### config.mk
export PLATFORM = sky130hd
export DESIGN_NAME = dmem_arbiter
export DESIGN_NICKNAME = d
export VERILOG_FILES = /design/src/rtl/dmem_arbiter.sv
export SDC_FILE = /design/constraint.sdc
export NUM_CORES = 1
export LEC_CHECK = 0
export BUFFER_PORTS_ARGS = -buffer_cell sky130_fd_sc_hd__buf_2
export CAP_MARGIN = 5
export CORE_MARGIN = 3
export CORE_UTILIZATION = 35
export DETAILED_ROUTE_END_ITERATION = 12
export PLACE_DENSITY = 0.65
export SETUP_SLACK_MARGIN = 0.02
export SLEW_MARGIN = 25
export SYNTH_ARGS = -nofsm -noshare
export SYNTH_HDL_FRONTEND = slang
export SYNTH_SLANG_ARGS = --single-unit
### constraint.sdc
create_clock -name clk -period 6.4 [get_ports clk]
set_input_delay 0.64 -clock clk [delete_from_list [all_inputs] [get_ports clk]]
set_output_delay 0.64 -clock clk [all_outputs]
set_load 0.05 [all_outputs]
### src/rtl/dmem_arbiter.sv
// Two-port arbiter sharing a falling-edge 128x32 SRAM between the core and a loader/debug port.
// Same-cycle grants, registered read return, and a saturating contention counter.
module dmem_arbiter #(
    parameter int AW       = 7,
    parameter int DW       = 32,
    parameter int MAX_WAIT = 4
) (
    input  logic          clk,
    input  logic          rst,
    input  logic          mode,
    input  logic          c_req,
    input  logic          c_we,
    input  logic [AW-1:0] c_addr,
    input  logic [DW-1:0] c_wdata,
    input  logic          l_req,
    input  logic          l_we,
    input  logic [AW-1:0] l_addr,
    input  logic [DW-1:0] l_wdata,
    output logic          c_gnt,
    output logic          l_gnt,
    output logic          c_rvalid,
    output logic          l_rvalid,
    output logic [DW-1:0] c_rdata,
    output logic [DW-1:0] l_rdata,
    output logic          mem_cen,
    output logic          mem_wen,
    output logic          mem_oen,
    output logic [AW-1:0] mem_a,
    output logic [DW-1:0] mem_d,
    input  logic [DW-1:0] mem_q,
    output logic [15:0]   conflict_cnt
);

    logic       last_gnt;
    logic [3:0] l_wait;
    logic       rd_pend;
    logic       rd_owner;
    logic       cr, lr, pick_l, rd_gnt;

    // Requests are masked while reset is held so grants and SRAM controls go idle immediately.
    always_comb begin
        cr = c_req & ~rst;
        lr = l_req & ~rst;
        if (mode)
            pick_l = ~last_gnt;
        else
            pick_l = (l_wait == 4'(MAX_WAIT));
        l_gnt  = lr & (~cr | pick_l);
        c_gnt  = cr & ~l_gnt;
        rd_gnt = (c_gnt & ~c_we) | (l_gnt & ~l_we);
    end

    always_comb begin
        mem_cen = 1'b1;
        mem_wen = 1'b1;
        mem_oen = 1'b1;
        mem_a   = '0;
        mem_d   = '0;
        if (c_gnt) begin
            mem_cen = 1'b0;
            mem_wen = ~c_we;
            mem_oen = c_we;
            mem_a   = c_addr;
            mem_d   = c_wdata;
        end else if (l_gnt) begin
            mem_cen = 1'b0;
            mem_wen = ~l_we;
            mem_oen = l_we;
            mem_a   = l_addr;
            mem_d   = l_wdata;
        end
    end

    always_ff @(posedge clk or posedge rst) begin
        if (rst) begin
            last_gnt     <= 1'b1;
            l_wait       <= '0;
            rd_pend      <= 1'b0;
            rd_owner     <= 1'b0;
            c_rdata      <= '0;
            l_rdata      <= '0;
            conflict_cnt <= '0;
        end else begin
            if (c_gnt || l_gnt)
                last_gnt <= l_gnt;

            if (lr && !l_gnt)
                l_wait <= (l_wait == 4'(MAX_WAIT)) ? l_wait : l_wait + 4'd1;
            else
                l_wait <= '0;

            if (cr && lr && conflict_cnt != '1)
                conflict_cnt <= conflict_cnt + 16'd1;

            // The SRAM presented its data on the falling edge of the grant cycle.
            rd_pend <= rd_gnt;
            if (rd_gnt) begin
                rd_owner <= l_gnt;
                if (l_gnt)
                    l_rdata <= mem_q;
                else
                    c_rdata <= mem_q;
            end
        end
    end

    assign c_rvalid = rd_pend & ~rd_owner;
    assign l_rvalid = rd_pend & rd_owner;

endmodule

==> key figures <==
Status
  • Outcome: completed

Setup path
  • Crit Path Max Fanout: 42
  • Crit Path Class: flop to output port
  • Critical Path AT: 2990 ps
  • Required @ worst endpoint: about 5800 ps
  • Startpoint types: flop
  • CP endpoint kind: output port

Floorplanning
  • Die ar.: approximately 0.013 mm²
  • IO Pins: ~240
  • Core Area: ~0.011 mm²
  • Die width: ~110 µm
  • Rows: 38
  • Initial Util: between 30% and 40%
  • Die Ht: roughly 110 µm

Logic synthesis
  • Syn_area_per_cell: between 10 and 15 µm²
  • #FFs+latches synth: 87
  • Sequential-to-total area share from yosys stat: 54.6%
  • Number of synthesized flops with an enable pin: 0
  • Post-Syn Area: between 0.003 and 0.004 mm²
  • Post-synth top cells: dfrtp_1 (86), a22o_1 (39), mux2_2 (38)
  • Post-synthesis cell type count: 39
  • Cells after Synth: around 300
  • Net Count, Synth: 418
  • Ys async rst share: 100%
  • Synth area leader: dfrtp_1
  • Most used DFF post-synth: dfrtp_1
  • Post-synth top area share: 54.0%
  • Ys Warns: 0
  • Count leader, synth: dfrtp_1
  • Synth top area cells: dfrtp_1 (54%), mux2_2 (11%), a22o_1 (8.6%)

Clock network
  • Clk_lat worst skew: 330 ps
  • Clk buf depth: 2
  • CTS Sinks: 87
  • H-tree levels: 3
  • Postcts setup bufs: 0
  • Root Driver: clkbuf_16
  • Cts bufs inserted: 9
  • Clock-pin slew on the worst setup and hold paths: ~60 ps
  • CTS resizes: 0
  • Hold-fix buffers, CTS: 0
  • CTS tree: built

STA
  • Minimum clock period: ~3600 ps
  • Slew @ Worst Pin: 886 ps
  • Fin Setup TNS: 0 ps
  • Max Freq: approximately 280 MHz
  • Max transition margin: approximately two fifths
  • Final Hold Fails: 0
  • Period utilization: between 50% and 60%
  • RSZ-0062 raised after global routing: no
  • Final-report max-slew violation count: 0
  • Setup Skew: roughly 4.5 ps
  • Final setup violation count: 0

Layout
  • Antenna diodes: 0
  • Util after Layout: 51.2%
  • Layout Nets: about 660
  • Area Growth Syn to Fin: 40.8%
  • Layout cells sized above 1: 56.4%

Routing
  • Vias per inst: ~5
  • Post-route ant nets: 0
  • WL final: ~11 mm
  • Vias post-DR: ~3400
  • Pre-antenna DRT Iters: 4
  • DR iter-0 viols: ~110
  • Routed len/inst: 16.7 µm
  • # DRC: 0

Placement
  • Final GP Congestion: 0.885
  • Port Buffer Count: between 200 and 250
  • Final HPWL DP: ~9.1 mm

Min path
  • HP Class: input port to async pin

Global route
  • Gr usage total: between 10% and 20%
  • Initial antenna violation count: 0
  • Vias in the first global route: between 3000 and 4000
  • GRT overflow: 0
  • Largest net degree at the start of global routing: 53
  • First-pass GRT wire length: 17.8 mm

Power and ir drop
  • VDD IR max: 0.000195 V
  • PwrDens: 371 mW/mm²
  • Lkg Pwr: between 2 and 3 nW

Run
  • Max_cap viols: 0
==> layout make-up <==
class,instances,area (µm²)
fillers,983,5370
multi-input cells,190,1700
inverters,5,20.0
clock inverters,5,57.6
well taps,140,175
flip-flops and latches,87,2180
repair buffers,246,1240
clock buffers,11,243
==> worst paths after layout <==
check                                             start                           to  slack [ps]  depth (start not counted)
worst min register to register  l_rdata[12]$_DFFE_PP0P_      l_rdata[12]$_DFFE_PP0P_         480                          1
min in group clk                l_rdata[12]$_DFFE_PP0P_      l_rdata[12]$_DFFE_PP0P_         480                          1
worst max register to register    l_wait[0]$_DFFE_PP0P_       c_rdata[5]$_DFFE_PP0P_        3640                          7
max in group asynchronous                           rst       l_rdata[9]$_DFFE_PP0P_        4910                          3
worst min-delay path                                rst  conflict_cnt[0]$_DFFE_PP0P_         410                          2
worst max-delay path              l_wait[0]$_DFFE_PP0P_                      mem_wen        2770                          9
==> routing by layer <==
layer  vias to the layer above  part of all wire (%)  track usage (%)
met4                         0                   1.6             5.69
met2                       153                    52             32.2
li1                       1593                     -                -
met1                      1645                    37             20.0
met3                        12                   8.5             5.03
met5                         -                     0                0
==> cell families after synthesis <==
logic type / Yosys count / synth area share [%]
AOI/OAI and AO/OA: 52 / 11.1
muxes: 65 / 18.4
adders and majority gates: 3 / 0.941
DFF: 87 / 54.6
xor gates and xnor gates: 13 / 2.85
and+or+nand+nor: 57 / 9.25
buffers and inverters: 21 / 2.89
==> power by group <==
part	total [mW]	switching (mW)	internal [mW]
clock network	0.520	0.207	0.313
registers	0.737	0.0725	0.664
logic	0.828	0.618	0.211
==> critical path, stage by stage (launching register included) <==
cell,delay [ps]
dfrtp_1,410
inv_1,70
ha_1,260
nand4bb_4,150
a311oi_4,260
buf_4,410
nor2b_4,210
buf_4,410
or3_1,190
buf_2,260
==> per-stage QoR <==
stage | setup WS (ps) | instance area, µm² | hold WS (ps) | total power, mW | instances
2_1_floorplan | 987 | 3990 | 464 | 1.36 | 298
3_3_place_gp | 3030 | 5320 | 461 | 1.57 | 668
3_5_place_dp | 2970 | 5320 | 474 | 1.58 | 668
4_1_cts | 2730 | 5620 | 429 | 2.11 | 684
5_1_grt | 2580 | 5620 | 466 | 2.18 | 684
6_report | 2770 | 5620 | 413 | 2.09 | 684
==> placed cells by master (no fill, tap or decap), drive strengths merged, types with 2 or more instances in the layout <==
master / synthesis / routed
buf: 8 / 246
dfrtp: 86 / 86
mux2: 65 / 65
a22o: 39 / 39
xor2: 11 / 11
clkbuf: 8 / 11
nor2: 9 / 9
nor3: 8 / 8
nand3: 7 / 7
nor2b: 6 / 6
nand4: 5 / 5
a21oi: 5 / 5
clkinv: 0 / 5
inv: 5 / 4
nor4: 4 / 4
nand3b: 3 / 3
nand2b: 3 / 3
ha: 3 / 3
xnor2: 2 / 2
o21ai: 2 / 2
nor3b: 2 / 2
nand2: 2 / 2
or3: 2 / 2
a21o: 2 / 2
==> sequential cells by signal, indices dropped and copies added (netlist names) <==
name	cells
c_rdata	32
l_rdata	32
conflict_cnt	16
l_wait	4
last_gnt	1
rd_owner	1
rd_pend	1
Power figures use the tool's default switching activity.
